[src/rtl/tone_sequencer_pkg.sv]
// Shared definitions for the tone sequencer: FSM state encoding and ROM entry markers.
package tone_sequencer_pkg;

    localparam logic [2:0] S_IDLE  = 3'd0;
    localparam logic [2:0] S_FETCH = 3'd1;
    localparam logic [2:0] S_LOAD  = 3'd2;
    localparam logic [2:0] S_PLAY  = 3'd3;
    localparam logic [2:0] S_GAP   = 3'd4;
    localparam logic [2:0] S_DONE  = 3'd5;

    // A ROM entry with this length terminates the sequence.
    localparam int unsigned END_LEN  = 0;
    // A ROM entry with this divisor is a silent note.
    localparam int unsigned REST_DIV = 0;

    typedef enum logic [2:0] {
        StIdle  = S_IDLE,
        StFetch = S_FETCH,
        StLoad  = S_LOAD,
        StPlay  = S_PLAY,
        StGap   = S_GAP,
        StDone  = S_DONE
    } state_e;

endpackage

[src/rtl/tone_div.sv]
// Programmable 50% square-wave divider with a registered output.
module tone_div
    import tone_sequencer_pkg::*;
#(
    parameter int unsigned DIV_W = 28
) (
    input  logic             clock_in,
    input  logic             reset,
    input  logic             clr,
    input  logic             en,
    input  logic [DIV_W-1:0] divisor,
    output logic             tone_out
);

    logic [DIV_W-1:0] cnt_q, cnt_d;
    logic             out_q, out_d;
    logic             silent;

    // Divisors 0 (rest) and 1 cannot produce a meaningful tone.
    assign silent = (divisor == DIV_W'(REST_DIV)) || (divisor == DIV_W'(1));

    always_comb begin
        cnt_d = cnt_q;
        out_d = out_q;
        if (clr) begin
            cnt_d = '0;
            out_d = 1'b0;
        end else if (en) begin
            if (silent) begin
                cnt_d = '0;
                out_d = 1'b0;
            end else begin
                out_d = (cnt_q < (divisor >> 1));
                cnt_d = (cnt_q >= divisor - DIV_W'(1)) ? '0 : cnt_q + DIV_W'(1);
            end
        end
    end

    always_ff @(posedge clock_in) begin
        if (reset) begin
            cnt_q <= '0;
            out_q <= 1'b0;
        end else begin
            cnt_q <= cnt_d;
            out_q <= out_d;
        end
    end

    assign tone_out = out_q;

endmodule

[src/rtl/tone_sequencer.sv]
// Note-sequence player: walks a {divisor, length} ROM and drives a square-wave tone.
module tone_sequencer
    import tone_sequencer_pkg::*;
#(
    parameter int unsigned TICK_DIV  = 500000,
    parameter int unsigned GAP_TICKS = 2,
    parameter int unsigned DIV_W     = 28,
    parameter int unsigned LEN_W     = 8,
    parameter int unsigned ADDR_W    = 5
) (
    input  logic              clock_in,
    input  logic              reset,
    input  logic              start,
    input  logic              stop,
    input  logic              loop_en,
    output logic [ADDR_W-1:0] rom_addr,
    input  logic [DIV_W-1:0]  rom_divisor,
    input  logic [LEN_W-1:0]  rom_len,
    output logic              busy,
    output logic              done,
    output logic              tone_out
);

    localparam int unsigned TW = (TICK_DIV > 1) ? $clog2(TICK_DIV) : 1;
    localparam logic [TW-1:0]    TICK_LAST = TW'(TICK_DIV - 1);
    localparam logic [LEN_W-1:0] GAP_LAST  = LEN_W'(GAP_TICKS - 1);

    state_e            state_q, state_d;
    logic [ADDR_W-1:0] addr_q, addr_d;
    logic [DIV_W-1:0]  div_q, div_d;
    logic [LEN_W-1:0]  len_q, len_d;
    logic [TW-1:0]     tick_cnt_q, tick_cnt_d;
    logic [LEN_W-1:0]  tick_num_q, tick_num_d;
    logic              busy_q, busy_d;
    logic              done_q, done_d;
    logic              tick_last;
    logic              tone_clr;
    logic              tone_en;

    assign tick_last = (tick_cnt_q == TICK_LAST);

    always_comb begin
        state_d    = state_q;
        addr_d     = addr_q;
        div_d      = div_q;
        len_d      = len_q;
        tick_cnt_d = tick_cnt_q;
        tick_num_d = tick_num_q;

        unique case (state_q)
            StIdle: begin
                if (start) begin
                    state_d = StFetch;
                    addr_d  = '0;
                end
            end
            StFetch: state_d = StLoad;
            StLoad: begin
                div_d      = rom_divisor;
                len_d      = rom_len;
                tick_cnt_d = '0;
                tick_num_d = '0;
                if (rom_len != LEN_W'(END_LEN)) begin
                    state_d = StPlay;
                end else if (loop_en && (addr_q != '0)) begin
                    addr_d  = '0;
                    state_d = StFetch;
                end else begin
                    state_d = StDone;
                end
            end
            StPlay: begin
                if (tick_last) begin
                    tick_cnt_d = '0;
                    if (tick_num_q == len_q - LEN_W'(1)) begin
                        tick_num_d = '0;
                        state_d    = StGap;
                    end else begin
                        tick_num_d = tick_num_q + LEN_W'(1);
                    end
                end else begin
                    tick_cnt_d = tick_cnt_q + TW'(1);
                end
            end
            StGap: begin
                if (tick_last) begin
                    tick_cnt_d = '0;
                    if (tick_num_q == GAP_LAST) begin
                        tick_num_d = '0;
                        addr_d     = addr_q + ADDR_W'(1);
                        state_d    = StFetch;
                    end else begin
                        tick_num_d = tick_num_q + LEN_W'(1);
                    end
                end else begin
                    tick_cnt_d = tick_cnt_q + TW'(1);
                end
            end
            StDone:  state_d = StIdle;
            default: state_d = StIdle;
        endcase

        // Abort overrides every transition, including a simultaneous start.
        if (stop) begin
            state_d = StIdle;
        end
    end

    assign busy_d = (state_d != StIdle);
    assign done_d = (state_d == StDone);

    always_ff @(posedge clock_in) begin
        if (reset) begin
            state_q    <= StIdle;
            addr_q     <= '0;
            div_q      <= '0;
            len_q      <= '0;
            tick_cnt_q <= '0;
            tick_num_q <= '0;
            busy_q     <= 1'b0;
            done_q     <= 1'b0;
        end else begin
            state_q    <= state_d;
            addr_q     <= addr_d;
            div_q      <= div_d;
            len_q      <= len_d;
            tick_cnt_q <= tick_cnt_d;
            tick_num_q <= tick_num_d;
            busy_q     <= busy_d;
            done_q     <= done_d;
        end
    end

    // Clearing on any cycle that does not stay in PLAY keeps the registered
    // tone low outside PLAY and restarts the phase at every note.
    assign tone_clr = (state_q != StPlay) || (state_d != StPlay);
    assign tone_en  = (state_q == StPlay);

    tone_div #(
        .DIV_W (DIV_W)
    ) u_tone_div (
        .clock_in (clock_in),
        .reset    (reset),
        .clr      (tone_clr),
        .en       (tone_en),
        .divisor  (div_q),
        .tone_out (tone_out)
    );

    assign rom_addr = addr_q;
    assign busy     = busy_q;
    assign done     = done_q;

endmodule

[config.mk]
export PLATFORM = sky130hd
export DESIGN_NAME = tone_sequencer
export DESIGN_NICKNAME = d
export VERILOG_FILES = /design/src/rtl/tone_sequencer_pkg.sv /design/src/rtl/tone_div.sv /design/src/rtl/tone_sequencer.sv
export SDC_FILE = /design/constraint.sdc
export NUM_CORES = 1
export LEC_CHECK = 0
export CAP_MARGIN = 15
export CORE_MARGIN = 4
export CORE_UTILIZATION = 63
export CTS_CLUSTER_DIAMETER = 150
export DETAILED_ROUTE_END_ITERATION = 10
export GPL_ROUTABILITY_DRIVEN = 0
export PLACE_DENSITY = 0.85
export SLEW_MARGIN = 20
export SYNTH_ARGS = -nofsm -noshare
export SYNTH_HDL_FRONTEND = slang
export SYNTH_SLANG_ARGS = --single-unit
[constraint.sdc]
create_clock -name clock_in -period 10.6 [get_ports clock_in]
set_input_delay 2.12 -clock clock_in [delete_from_list [all_inputs] [get_ports clock_in]]
set_output_delay 2.12 -clock clock_in [all_outputs]
set_load 0.005 [all_outputs]
### Yosys cells after proc, flatten, opt, wreduce, memory -nomap -nowiden

Index checks and enable logic that the tools add are counted.

* bits of input ports: 41
* logic and storage cells: 75
* bits in registers: 102

* reduce and logical (&&, ||, !) cells: 15
* add/subtract/negate cells: 6
* $lt $le $gt $ge: 2
* multiplexer cells: 25
* equality and inequality tests: 17

Operator list (number)
* 28-bit 2-to-1 mux: 2
* 19-bit case mux with 2 select lines: 1
* 8-bit 2-to-1 mux: 4
* 28-bit by 1-bit adder with 28-bit output, second input constant: 1
* 28-bit by 1-bit == test with 1-bit output, second input constant: 1
* 28-bit >= comparator: 1
* 28-bit logical NOT: 1
* 28-bit by 27-bit less-than comparator with 1-bit output: 1
* 28-bit by 1-bit subtractor with 28-bit output, second input constant: 1
* 5-bit 2-to-1 mux: 5
* 3-bit 2-to-1 mux: 8
* 8-bit case mux with 3 select lines: 1
* 19-bit by 1-bit adder with 19-bit output, second input constant: 1
* 19-bit == test, second input constant: 1
* 19-bit 2-to-1 mux: 1
* 3-bit case mux with 5 select lines: 1
* 5-bit case mux with 3 select lines: 1
* 2-bit inequality test, second input constant: 6
* 3-bit nonzero test: 3
* 8-bit by 1-bit adder with 8-bit output, second input constant: 1
* 8-bit by 1-bit == test with 1-bit output, second input constant: 1
* 8-bit == test: 1
* 8-bit nonzero test: 1
* 8-bit by 1-bit subtractor with 8-bit output, second input constant: 1
* other kinds (14): 19

### Logic depth before layout (Yosys ltp)

* depth in word-level cells: 9
* mapped depth: 17
* depth with buffers taken out: 15

### Hierarchy

From an unflattened synthesis, not the netlist that was laid out.

* cells, all modules: 873
* area, all modules: 6776.5 um2

By module, submodules not included
* tone_sequencer: cells an instance 444, area an instance 3478.3 um2, times used 1
* tone_div: cells an instance 429, area an instance 3298.2 um2, times used 1

### Worst setup path after synthesis

No wires, ideal clock.

* path type: register to register
* from: reg div_q[10]
* to: reg u_tone_div.cnt_q[10]
* stages on the path, launching flop included: 18
* required time: 10536 ps
* arrival: 3836 ps
* setup time: 64 ps
* path slack: 6700 ps
* clock period less this slack: 3900 ps
* path through: dfxtp_1 nor4_1 nand3_1 or3_1 or3_1 nor2_1 nand4_1 xnor2_1 ha_1 a21oi_1 o21ai_0 a31oi_1 a31oi_1 a31o_2 or4_1 buf_6 buf_6 nor2_1

* word-level cells in the longest chain between the ends: 4
* elaborated cells on any way between the ends: 7

RTL lines
* start, declared: line tone_sequencer.sv:30 `logic [DIV_W-1:0] div_q, div_d;`
* start signal, assigned: line tone_sequencer.sv:125 `div_q <= div_d;`
* 28-bit by 1-bit subtractor with 28-bit output: line tone_div.sv:34 `cnt_d = (cnt_q >= divisor - DIV_W'(1)) ? '0 : cnt_q + DIV_W'(1);`
* 28-bit >= comparator: line tone_div.sv:34
* 28-bit 2-to-1 mux: line tone_div.sv:34
* 28-bit 2-to-1 mux (*): line tone_div.sv:29 `if (silent) begin`
* end signal, assigned: line tone_div.sv:44 `cnt_q <= cnt_d;`
* end, declared: line tone_div.sv:15 `logic [DIV_W-1:0] cnt_q, cnt_d;`

Every way passes the cells marked *; elsewhere a longest branch is shown, timed or not.
A chain may end at the register's enable or synchronous reset.

### Worst setup path in the final report

* from: reg div_q[2]
* to: reg u_tone_div.cnt_q[13]

Same word-level chain as after synthesis.

==> key figures <==
Outcome
  – Status: completed

Timing
  – Final setup fails: 0
  – Fin. Hold Viols: 0
  – WHS: 0.4597 ns
  – Slew HR: 32.67%
  – Tcrit/Tclk final: 45.17%
  – RSZ-0062 raised after global routing: false
  – Min Clock Period, post-route: 4.788 ns
  – Fin Setup TNS: 0 ns
  – Fmax: 208.9 MHz
  – Setup Skew: 0.01157 ns
  – Worst Max-Slew Pin Slew: 1.010 ns
  – Final Max Slew Viols: 0

Die
  – Initial core utilization: 64.75%
  – FP Rows: 36
  – Die W: 108.2 um
  – Die area: 11710 um^2
  – I/O pin count: 49
  – Core box area: 9774 um^2
  – Die Y: 108.2 um

Flow run
  – # Max-Cap Violations: 0

Drt
  – Wire per inst: 15.90 um
  – Via count: 5870
  – Drt initial violations: 338
  – Antenna Violating Nets Remaining: 0
  – # DRC: 0
  – Final WL: 15.56 mm
  – Routed vias/inst: 5.996
  – Drt pass-1 iters: 6

Place
  – HPWL after DPL: 11.88 mm
  – # port buffers: 48

Setup path
  – CP delay by family, top: simple AND/OR/NAND/NOR gates
  – WP data required: 10.89 ns
  – Crit-path max FO: 28
  – CP max-delay cell: or4_1
  – Worst path cell trace: or4_1 -> nor4_1 -> nand2_1 -> nor2_1 -> nand2_1 -> nor4_1 -> xnor2_1 -> ha_1 -> a21oi_1 -> o211ai_1 -> o221ai_1 -> a31oi_1 -> a31o_2 -> or4_1 -> nor2_1
  – CP max stage delay: 0.98 ns
  – Worst Path Arrival: 5.08 ns
  – WS Path Type: reg2reg
  – CP startpoint kind: flip-flop
  – Worst Path Buf+Inv: 0
  – CP endpoint kind: flip-flop

Synth
  – Proportion of netlist area held by the largest area contributor: 32.27%
  – Mapped Cells: 808
  – Avg Cell Area, Syn: 7.832 um^2
  – EDFF count, synth: 0
  – Synth area leader: dfxtp_1
  – Top FF cell, synth: dfxtp_1
  – Post-Syn Nets: 913
  – Top post-synthesis cells by area: dfxtp_1 (32%), ha_1 (13%), nand2_1 (7.4%), xnor2_1 (7.1%), a21oi_1 (5.6%)
  – Post-synth design cell area: 6329 um^2
  – Syn. warnings: 0
  – Post-synthesis cell type count: 53
  – Synthesis-stage register bit count: 102
  – Fraction of registers with async set/reset: 0%
  – Sequential-to-total area share from yosys stat: 32.27%

Clock tree
  – Setup bufs post-CTS: 0
  – Post-cts sizing count: 0
  – Htree depth: 3
  – CTS sink count: 102
  – CTS Buffer Depth: 2
  – Cts bufs inserted: 9
  – Root Buffer: clkbuf_8
  – Worst-Skew Late Latency: 0.38 ns
  – CTS tree: built
  – Clk slew on worst S/H paths: 0.09 ns
  – Hold buffers post-CTS: 0

Finish
  – # diodes: 0
  – Layout area overhead: 12.53%
  – Final Net Count: 948
  – Most frequent cells in the layout: nand2_1 (124), dfxtp_1 (102), nor2_1 (81)
  – Layout cells sized above 1: 2.600%
  – Most common cell after layout, fill and taps aside: nand2_1

Global route
  – Antenna violations before repair: 0
  – First-pass GRT wire length: 26.68 mm
  – Number of global-route vias before repair: 5919
  – Grt total ovfl: 0
  – All-layer global routing usage: 28.09%
  – Largest net degree at the start of global routing: 55

Worst hold path
  – Type of the most critical hold path: reg2reg

Pwr
  – Maximum VDD drop: 0.1110 mV
  – Lkg Pwr: 2.666 nW
  – Pwr per Cell Area: 113.8 nW/um^2
## sequential cells by signal (all words and copies together), names as in the netlist
signal	cells
tick_cnt_q	19
tick_num_q	8
state_q	3
busy	1
div_q	28
done	1
len_q	8
rom_addr	5
u_tone_div.tone_out	1
u_tone_div.cnt_q	28
## kinds of logic (layout without fill, tap and decap cells)
| group | Yosys count | in the layout | share of synthesized area (%) |
|---|---|---|---|
| DFF | 102 | 102 | 32.27 |
| and+or+nand+nor | 345 | 345 | 25.66 |
| xor gates and xnor gates | 70 | 70 | 9.688 |
| adders and majority gates | 64 | 64 | 12.65 |
| buffers and inverters | 71 | 109 | 4.567 |
| AOI/OAI and AO/OA | 156 | 156 | 15.16 |
## metal layers
metal / up-vias / share of wire (%) / GRT usage (%)
met1: 2748 / 41 / 32.77
met3: 49 / 5.5 / 5.254
li1: 2899 / - / -
met2: 174 / 51 / 49.82
met4: 0 / 2.9 / 12.71
met5: - / 0 / 0
## path summary, 6_finish.rpt
| kind | start | to | slack (ns) | cells after the start |
|---|---|---|---|---|
| setup / recovery | div_q[2] | u_tone_div.cnt_q[13] | 5.81 | 15 |
| hold reg to reg | div_q[14] | div_q[14] | 0.46 | 2 |
| setup reg to reg | div_q[2] | u_tone_div.cnt_q[13] | 5.81 | 15 |
| hold / removal | div_q[14] | div_q[14] | 0.46 | 2 |
## stage by stage
step / area (um^2) / power, mW / instances / worst slack, ns / util [%]
global route: 7122 / 0.8447 / 979 / 5.403 / 72.86
CTS: 7122 / 0.8138 / 979 / 5.873 / 72.86
floorplan: 6329 / 0.4676 / 808 / 6.701 / -
finish: 7122 / 0.8104 / 979 / 5.812 / 72.86
global placement: 6864 / 0.4980 / 965 / 6.138 / 70.23
detailed placement: 6864 / 0.5028 / 965 / 5.959 / 70.23
## area by class of cell
cell class | instances | area [um^2]
Tap cell | 133 | 166.4
Fill cell | 771 | 2653
Clock buffer | 10 | 137.6
Timing Repair Buffer | 49 | 483.0
Clock inverter | 4 | 120.1
Inverter | 46 | 172.7
Sequential cell | 102 | 2042
Multi-Input combinational cell | 635 | 4000
## where the power goes
part | switching, mW | internal (mW)
clock network | 0.130 | 0.185
logic | 0.0559 | 0.0503
registers | 0.00422 | 0.386
total | 0.190 | 0.621
## worst register-to-register path, delay by kind of cell (launching register included)
kind | cells | cell delay (ns)
and+or+nand+nor | 8 | 3.05
AOI/OAI and AO/OA | 5 | 0.87
xor gates and xnor gates | 1 | 0.17
adders and majority gates | 1 | 0.26
DFF | 1 | 0.36
## Yosys cell counts, types with 2 or more instances
cell type    n
inv_1       46
and4_1       2
a31oi_1     11
o21ai_0     23
ha_1        64
a311oi_1     6
xor2_1      19
nand3_1     26
a21o_1       8
o31a_1       2
nor2b_1      3
nor2_1      82
o21a_1       5
or4_1        8
a211oi_1     6
nand2_1    124
a21boi_0     2
nor4b_1      3
nor4_1      13
o31ai_1      3
nor3b_1      4
xnor2_1     51
nand4_1     18
nand2b_1     8
o2111ai_1    4
clkbuf_1    21
o211ai_1     3
dfxtp_1    102
buf_6        3
or3_1        7
and2_1       6
and3_1      13
a21oi_1     71
nor3_1      22
Note: power is estimated with default switching activity, not from simulation.
